$ cat config.mk
export PLATFORM = sky130hd
export DESIGN_NAME = tcam2_ctrl
export DESIGN_NICKNAME = d
export VERILOG_FILES = /design/src/rtl/tcam2_ctrl.sv
export SDC_FILE = /design/constraint.sdc
export NUM_CORES = 1
export LEC_CHECK = 0
export BUFFER_PORTS_ARGS = -buffer_cell sky130_fd_sc_hd__buf_4
export CORE_MARGIN = 2
export CORE_UTILIZATION = 41
export DETAILED_ROUTE_END_ITERATION = 10
export GPL_TIMING_DRIVEN = 0
export PLACE_DENSITY = 0.75
export SLEW_MARGIN = 5
export SYNTH_ARGS = -nofsm -noshare
export SYNTH_HDL_FRONTEND = slang
export SYNTH_SLANG_ARGS = --single-unit
$ cat constraint.sdc
create_clock -name clk -period 2.1 [get_ports clk]
set_input_delay 0.21 -clock clk [delete_from_list [all_inputs] [get_ports clk]]
set_output_delay 0.21 -clock clk [all_outputs]
set_load 0.03 [all_outputs]
$ cat src/rtl/tcam2_ctrl.sv
// tcam2_ctrl: command front-end for a TCAM with separate write and read ports.
//
// Accepts single commands over a valid/ready handshake and turns them into
// TCAM port activity:
//   op 00 write : one write of (data, mask) to addr
//   op 01 read  : one read request to addr, result returned on rsp_*
//   op 10 fill  : writes (data, mask) to every entry, addresses 0..ITEMS-1
//   op 11       : reserved, answered with a one-cycle err pulse
//
// Ports:
//   clk, rst                    clock, asynchronous active-high reset
//   cmd_op/addr/data/mask       command fields, captured on cmd_vld & cmd_rdy
//   cmd_vld / cmd_rdy           command handshake (cmd_rdy only in IDLE)
//   write_addr/data/mask/en     TCAM write port, write_rdy accepts
//   read_addr/en, read_rdy      TCAM read request port
//   read_data/mask/data_vld     TCAM read response
//   rsp_data/mask/vld           read result, no backpressure
//   done, err, busy             completion pulse, reserved-op pulse, not-idle
//
// Every output is either a register or a decode of the state register, so
// there is no combinational path from any input to any output.
module tcam2_ctrl #(
  parameter int DATA_WIDTH = 16,
  parameter int ITEMS      = 16,
  localparam int ADDR_WIDTH = $clog2(ITEMS)
) (
  input  logic                  clk,
  input  logic                  rst,
  input  logic [1:0]            cmd_op,
  input  logic [ADDR_WIDTH-1:0] cmd_addr,
  input  logic [DATA_WIDTH-1:0] cmd_data,
  input  logic [DATA_WIDTH-1:0] cmd_mask,
  input  logic                  cmd_vld,
  output logic                  cmd_rdy,
  output logic [DATA_WIDTH-1:0] write_data,
  output logic [DATA_WIDTH-1:0] write_mask,
  output logic [ADDR_WIDTH-1:0] write_addr,
  output logic                  write_en,
  input  logic                  write_rdy,
  output logic [ADDR_WIDTH-1:0] read_addr,
  output logic                  read_en,
  input  logic                  read_rdy,
  input  logic [DATA_WIDTH-1:0] read_data,
  input  logic [DATA_WIDTH-1:0] read_mask,
  input  logic                  read_data_vld,
  output logic [DATA_WIDTH-1:0] rsp_data,
  output logic [DATA_WIDTH-1:0] rsp_mask,
  output logic                  rsp_vld,
  output logic                  done,
  output logic                  err,
  output logic                  busy
);

  localparam logic [ADDR_WIDTH-1:0] LAST_ADDR = ADDR_WIDTH'(ITEMS - 1);

  typedef enum logic [2:0] {
    IDLE    = 3'd0,
    WR      = 3'd1,
    RD_REQ  = 3'd2,
    RD_WAIT = 3'd3,
    FILL    = 3'd4
  } state_t;

  state_t state_reg, state_next;

  logic [ADDR_WIDTH-1:0] addr_reg;
  logic [DATA_WIDTH-1:0] data_reg;
  logic [DATA_WIDTH-1:0] mask_reg;
  logic [ADDR_WIDTH-1:0] fill_cnt_reg;
  logic [DATA_WIDTH-1:0] rsp_data_reg;
  logic [DATA_WIDTH-1:0] rsp_mask_reg;
  logic                  rsp_vld_reg;
  logic                  done_reg;
  logic                  err_reg;

  // State register
  always_ff @(posedge clk or posedge rst) begin
    if (rst) begin
      state_reg <= IDLE;
    end else begin
      state_reg <= state_next;
    end
  end

  // Next-state logic
  always_comb begin
    state_next = state_reg;
    case (state_reg)
      IDLE: begin
        if (cmd_vld) begin
          case (cmd_op)
            2'b00:   state_next = WR;
            2'b01:   state_next = RD_REQ;
            2'b10:   state_next = FILL;
            default: state_next = IDLE;  // reserved: err pulse only
          endcase
        end
      end
      WR:      if (write_rdy) state_next = IDLE;
      RD_REQ:  if (read_rdy) state_next = RD_WAIT;
      RD_WAIT: if (read_data_vld) state_next = IDLE;
      FILL:    if (write_rdy && (fill_cnt_reg == LAST_ADDR)) state_next = IDLE;
      default: state_next = IDLE;
    endcase
  end

  // Datapath: command capture, fill counter, response and status pulses.
  always_ff @(posedge clk or posedge rst) begin
    if (rst) begin
      addr_reg     <= '0;
      data_reg     <= '0;
      mask_reg     <= '0;
      fill_cnt_reg <= '0;
      rsp_data_reg <= '0;
      rsp_mask_reg <= '0;
      rsp_vld_reg  <= 1'b0;
      done_reg     <= 1'b0;
      err_reg      <= 1'b0;
    end else begin
      // Status outputs are single-cycle pulses unless re-armed below.
      rsp_vld_reg <= 1'b0;
      done_reg    <= 1'b0;
      err_reg     <= 1'b0;
      case (state_reg)
        IDLE: begin
          if (cmd_vld) begin
            addr_reg <= cmd_addr;
            data_reg <= cmd_data;
            mask_reg <= cmd_mask;
            if (cmd_op == 2'b10) fill_cnt_reg <= '0;
            if (cmd_op == 2'b11) err_reg <= 1'b1;
          end
        end
        WR: begin
          if (write_rdy) done_reg <= 1'b1;
        end
        RD_WAIT: begin
          // Response data is only captured here; stray valids elsewhere are
          // dropped so rsp_* keeps its last result.
          if (read_data_vld) begin
            rsp_data_reg <= read_data;
            rsp_mask_reg <= read_mask;
            rsp_vld_reg  <= 1'b1;
            done_reg     <= 1'b1;
          end
        end
        FILL: begin
          if (write_rdy) begin
            // Stop at the last entry instead of wrapping back to 0.
            if (fill_cnt_reg == LAST_ADDR) begin
              done_reg <= 1'b1;
            end else begin
              fill_cnt_reg <= fill_cnt_reg + 1'b1;
            end
          end
        end
        default: ;
      endcase
    end
  end

  // Outputs decoded from state / registers only.
  assign cmd_rdy    = (state_reg == IDLE);
  assign busy       = (state_reg != IDLE);
  assign write_en   = (state_reg == WR) || (state_reg == FILL);
  assign read_en    = (state_reg == RD_REQ);
  assign write_addr = (state_reg == FILL) ? fill_cnt_reg : addr_reg;
  assign write_data = data_reg;
  assign write_mask = mask_reg;
  assign read_addr  = addr_reg;
  assign rsp_data   = rsp_data_reg;
  assign rsp_mask   = rsp_mask_reg;
  assign rsp_vld    = rsp_vld_reg;
  assign done       = done_reg;
  assign err        = err_reg;

endmodule

==> results of run 1 <==
## critical path, stage by stage, from the launching register on
cell and delay (ns):
dfrtp_1 0.41, buf_2 0.20, nor3b_4 0.17, buf_4 0.18
mux2_2 0.34, buf_4 0.17
## power by group through the flow
stage | logic [uW] | registers, uW | clock network (uW)
6_report | 4380 | 2700 | 1090
5_1_grt | 4650 | 2800 | 1170
4_1_cts | 4430 | 2700 | 1120
2_1_floorplan | 1370 | 4040 | 0
3_5_place_dp | 4420 | 2710 | 0
3_3_place_gp | 4350 | 2680 | 0
## path summary, 6_finish.rpt
path | startpoint | end | slack, ns | cells after the start
max in group asynchronous | rst | write_data[3] | 1.14 | 4
min in group asynchronous | rst | rsp_mask[11] | 0.44 | 3
setup / recovery | state_reg[0] | write_addr[0] | 0.08 | 5
hold reg to reg | rsp_data[8] | rsp_data[8] | 0.48 | 2
setup reg to reg | state_reg[2] | write_data[2] | 0.30 | 4
hold / removal | read_data[2] | rsp_data[2] | 0.06 | 3
## cell type report
cell class                      instances  share of cell area [%]
Sequential cell                        78                    41.7
Timing Repair Buffer                  158                    25.9
Multi-Input combinational cell        179                    23.9
Clock buffer                           11                    3.02
Tap cell                               99                    2.65
Buffer                                 13                    1.34
Clock inverter                          4                    1.02
Inverter                                4                   0.401
## repair_timing
action,4_1_cts,5_1_grt
hold buffers,1,0
hold endpoints to repair,16,0
buffers inserted,1,0
endpoints found under the setup margin,4,0
## cell usage in the layout (no fill, tap or decap), types with 2 or more instances in the layout
| cell type | instances |
|---|---|
| a211oi_1 | 3 |
| a21oi_1 | 3 |
| buf_12 | 2 |
| buf_2 | 8 |
| buf_4 | 156 |
| clkbuf_1 | 5 |
| clkbuf_8 | 10 |
| clkinv_2 | 2 |
| clkinvlp_4 | 2 |
| dfrtp_1 | 78 |
| inv_1 | 2 |
| mux2_1 | 8 |
| mux2_2 | 33 |
| nand2_1 | 101 |
| nand3_1 | 7 |
## per-stage QoR
stage          instance area [um^2]  power, uW  hold slack, ns  util, %  instances
5_1_grt                        4680       8620          0.0486     63.8        546
3_3_place_gp                   4430       7030           0.400     60.5        527
2_1_floorplan                  3150       5420           0.315        -        274
4_1_cts                        4680       8250          0.0446     63.8        546
3_5_place_dp                   4470       7130           0.246     61.0        529
6_report                       4680       8170          0.0585     63.8        546
## cells by family after synthesis
family | after synthesis | share of synthesized area, %
multiplexers | 42 | 15.0
AND/OR/NAND/NOR | 123 | 17.4
AO/OA/AOI/OAI | 12 | 2.50
adder cells (fa/ha/maj) | 1 | 0.397
flip-flops | 78 | 62.0
buffers and inverters | 17 | 2.46
XOR/XNOR | 1 | 0.278
## metal layers
metal	wire length (um)	vias to the layer above
li1	-	1241
met1	3020	1201
met2	3750	91
met3	540	6
met4	90	0
met5	0	-
==> reports/metrics.cfg, run 1 <==
[synthesis]
synth_fp_nets=351
ys_ff_latch=78
async_flop_share_pct=100
yosysTopAreaCell=dfrtp_1
synth_top_area_share_pct=62.0
seq_area_frac_synth_pct=62.0
syn_avg_cell_area_um2=11.5
synth.area.top_cells=dfrtp_1 (62%), nand2_1 (12%), mux2_2 (12%)
ys_warn_count=0
synth_edf_count=0
synthDistinctLibCells=36
synth_common_cells=nand2_1 (101), dfrtp_1 (78), mux2_2 (33), buf_2 (8), mux2_1 (8)
synth_area_um2=3150
yosysMostFrequentCell=nand2_1
synth_cells=274
synthFlopType=dfrtp_1

[grt]
grt_pass1_wl_um=12200
grt_usage_pct=18.2
grt.overflow.total=0
grt_pass1_vias=2654
busiest_layer=met2
met3_usage_pct=5.01
grt_util_met2_pct=30.6
grtUsageMet1_pct=22.1
grt_max_degree=37
antenna_found_initial=0

[pwr]
clockPowerShare_pct=13.4
switchingPower_uw=3570
p_int_uw=4590
ir_drop_mv=0.869
seq_power_share_pct=33.0
power.leakage_uw=0.00243
p_comb_share_pct=53.6
swShare_pct=43.8
p_per_area_nw_per_um2=1750

[finish]
area_delta_synth_final_pct=48.6
drive_gt1_share_pct=48.5
seq_area_um2=1950
antennaDiodeCount=0
fill_cells=585
multi_input_area_um2=1120
final_net_count=520

[cts]
insertion_delay_ns=0.34
clkSinkCount=78
ctsHtreeMaxLevel=3
cts_buffers=9
clock_path_buffers=2
cts_resized=0
root_buffer=clkbuf_8
path_clk_slew_ns=0.08
cts_tree=built

[place]
dp_hpwl_um=5610
gp_congestion=0.769
place_ws_ns=0.285
io_buffers=154

[timing]
hold_violations=0
rsz0062_at_grt=no
setup_slack_ns=0.0834
tns_ns=0
slew_viol_final=0
finClkSkew_ns=0.00867
finalSetupViolCount=0
timing.final.crit_share_pct=96.0
max_freq_ghz=0.496
maxSlewHeadroom_pct=70.1
worst_pin_slew_ns=0.449
period_minus_slack_ns=2.02

[die]
die_area_um2=8400
die_y_um=91.6
start_util_pct=43.0
row_count=31
ios=155
die_w_um=91.6
core_area_um2=7330

[critical_path]
start_kind=register
cp_max_fo=10
crit_required_ns=1.89
critical_path_class=register to output port
cp.arrival_ns=1.81
endpoint_kind=output port

[route]
postRouteAntennaNets=0
drc=0
routed_wl_um=7400
wl_per_cell_um=13.6
vias=2539
drtIter0Drc=90
drt_pre_antenna_iters=4
via_per_inst=4.65

[outcome]
status=finished, final reports clean

[flow_run]
drv_cap=0

[min_path]
min_path_type=input port to register

Note: power is estimated with default switching activity, not from simulation.
==> run 2: changes to the inputs <==
--- a/config.mk
+++ b/config.mk
@@ -10,6 +10,7 @@
 export CORE_UTILIZATION = 41
 export DETAILED_ROUTE_END_ITERATION = 10
 export GPL_TIMING_DRIVEN = 0
+export MAX_ROUTING_LAYER = met4
 export PLACE_DENSITY = 0.75
 export SLEW_MARGIN = 5
 export SYNTH_ARGS = -nofsm -noshare
==> run 2 against run 1 <==
  * Maximum frequency is essentially flat
  * Total power is essentially flat
  * Largest cell class unchanged
  * Design area is the same
  * Clock skew shrank 0.0024 ns
  * Global-route usage grew 0.54 points
  * Count of clock-buffer cells in the layout is the same
  * Highest routed layer unchanged
  * Critical endpoint unchanged
  * Worst setup slack gained 0.0018 ns
==> reports/metrics.cfg, run 2 (synthesis gave the netlist of run 1 again) <==
[outcome]
status=finished, final reports clean  ; unchanged

[finish]
final_cell_mix=buf_4 (156), nand2_1 (101), dfrtp_1 (78)  ; unchanged
area_delta_synth_final_pct=48.6  ; unchanged
antennaDiodeCount=0  ; unchanged
final_net_count=520  ; unchanged
drive_gt1_share_pct=48.5  ; unchanged
final_common_cell=buf_4  ; unchanged
fin_util_pct=63.8  ; unchanged
fill_cells=585  ; unchanged
stdcell_area_um2=4680  ; unchanged

[min_path]
hp-start=read_data[2]  ; unchanged
min_path_type=input port to register  ; unchanged
whs_path_depth=3  ; unchanged
hold_path_end=rsp_data[2]  ; unchanged

[grt]
antenna_found_initial=0  ; unchanged
grt_max_degree=37  ; unchanged
grt_usage_pct=18.7  ; was 18.2%
grt_pass1_vias=2653  ; was 2654
grt_pass1_wl_um=12200  ; about the same
grt.overflow.total=0  ; unchanged

[flow_run]
drv_cap=0  ; unchanged

[die]
core_area_um2=7330  ; unchanged
row_count=31  ; unchanged
die_area_um2=8400  ; unchanged
die_y_um=91.6  ; unchanged
ios=155  ; unchanged
start_util_pct=43.0  ; unchanged
die_w_um=91.6  ; unchanged

[cts]
clock_path_buffers=2  ; unchanged
clkSinkCount=78  ; unchanged
cts_tree=built  ; unchanged
path_clk_slew_ns=0.08  ; about the same
insertion_delay_ns=0.33  ; was 0.34 ns
root_buffer=clkbuf_8  ; unchanged
cts_buffers=9  ; unchanged
ctsHtreeMaxLevel=3  ; unchanged

[pwr]
p_per_area_nw_per_um2=1740  ; was 1750 nW/um^2
p_comb_share_pct=53.6  ; about the same
swShare_pct=43.7  ; was 43.8%
seq_power_share_pct=33.0  ; about the same
ir_drop_mv=0.869  ; about the same
p_int_uw=4590  ; about the same
power.leakage_uw=0.00243  ; unchanged
clockPowerShare_pct=13.4  ; about the same
switchingPower_uw=3570  ; about the same
power_uw=8160  ; was 8170 uW

[critical_path]
slowest_stage=dfrtp_1  ; unchanged
crit_required_ns=1.89  ; about the same
cp_common_cell=buf_4  ; unchanged
cp_max_fo=10  ; unchanged
reg2reg_depth=4  ; unchanged
worst_r2r_startpoint=state_reg[2]  ; unchanged
cpPeakStageDelay_ns=0.41  ; about the same
crit_path_cell_trace=buf_2, nor3b_4, buf_4, mux2_2, buf_4  ; unchanged
start_kind=register  ; unchanged
cp.arrival_ns=1.80  ; was 1.81 ns
r2r_end=write_data[2]  ; unchanged
critical_path_class=register to output port  ; unchanged
timing.reg2reg.setup_slack_ns=0.31  ; was 0.30 ns
endpoint_kind=output port  ; unchanged

[timing]
worst_pin_slew_ns=0.456  ; was 0.449 ns
hold_violations=0  ; unchanged
maxSlewHeadroom_pct=69.6  ; was 70.1%
slew_viol_final=0  ; unchanged
finClkSkew_ns=0.00623  ; was 0.00867 ns
timing.final.crit_share_pct=95.9  ; was 96.0%
setup_slack_ns=0.0852  ; was 0.0834 ns
max_freq_ghz=0.496  ; about the same
rsz0062_at_grt=no  ; unchanged
finalSetupViolCount=0  ; unchanged
tns_ns=0  ; unchanged
period_minus_slack_ns=2.01  ; was 2.02 ns

[place]
dp_hpwl_um=5610  ; unchanged
place_ws_ns=0.285  ; unchanged
gp_congestion=0.779  ; was 0.769
io_buffers=154  ; unchanged
placed_area_um2=4470  ; unchanged

[route]
drt_pre_antenna_iters=4  ; unchanged
vias=2553  ; was 2539
routed_wl_um=7400  ; about the same
drc=0  ; unchanged
wl_per_cell_um=13.5  ; was 13.6 um
postRouteAntennaNets=0  ; unchanged
via_per_inst=4.68  ; was 4.65
drtIter0Drc=96  ; was 90

run 2: how the worst max path moves through the flow:
| stage | from | end | slack, ns | cells past startpoint |
|---|---|---|---|---|
| floorplan | state_reg[2] | cmd_rdy | 0.48 | 3 |
| global placement | state_reg[2] | write_data[2] | 0.34 | 4 |
| detailed placement | state_reg[2] | write_data[2] | 0.28 | 4 |
| CTS | state_reg[0] | write_addr[0] | 0.06 | 5 |
| global route | state_reg[0] | write_addr[2] | 0.003 | 5 |
| finish | state_reg[0] | write_addr[0] | 0.09 | 5 |
run 2: worst max-delay path: cells and delay by family (launching register included):
| kind | cells | cell delay (ns) |
|---|---|---|
| flops | 1 | 0.41 |
| buf+inv | 3 | 0.55 |
| simple gates | 1 | 0.17 |
| mux | 1 | 0.34 |
run 2: stage by stage:
| stage | std cells | hold slack (ns) |
|---|---|---|
| floorplan | 274 | 0.315 |
| global placement | 527 | 0.400 |
| detailed placement | 529 | 0.246 |
| CTS | 546 | 0.0446 |
| global route | 546 | 0.0444 |
| finish | 546 | 0.0615 |
run 2: routing by layer:
layer | share of wire (%) | vias to the layer above | wire length (um) | GRT usage [%]
li1 | - | 1240 | - | -
met1 | 41 | 1207 | 3020 | 22.8
met2 | 51 | 102 | 3780 | 30.6
met3 | 7.2 | 4 | 533 | 5.26
met4 | 0.85 | 0 | 63 | 5.56
met5 | 0 | - | 0 | -
run 2: final cells by class:
| cell class | count | area (um^2) | share of cell area, % |
|---|---|---|---|
| Clock buffer | 11 | 141 | 3.02 |
| Multi-Input combinational cell | 179 | 1120 | 23.9 |
| Timing Repair Buffer | 158 | 1210 | 25.9 |
| Buffer | 13 | 62.6 | 1.34 |
| Clock inverter | 4 | 47.5 | 1.02 |
| Sequential cell | 78 | 1950 | 41.7 |
| Inverter | 4 | 18.8 | 0.401 |
| Tap cell | 99 | 124 | 2.65 |
run 2: what timing repair did:
item / CTS / global route
hold buffers: 1 / 0
setup buffers: 1 / 0
hold endpoints to repair: 16 / 0
resized for setup: 0 / 0
endpoints found under the setup margin: 4 / 0
run 2: power by group through the flow:
stage               clock [uW]  combinational, uW  sequential (uW)
floorplan                    0               1370             4040
global placement             0               4350             2680
detailed placement           0               4420             2710
CTS                       1120               4430             2700
global route              1180               4650             2800
finish                    1090               4370             2700
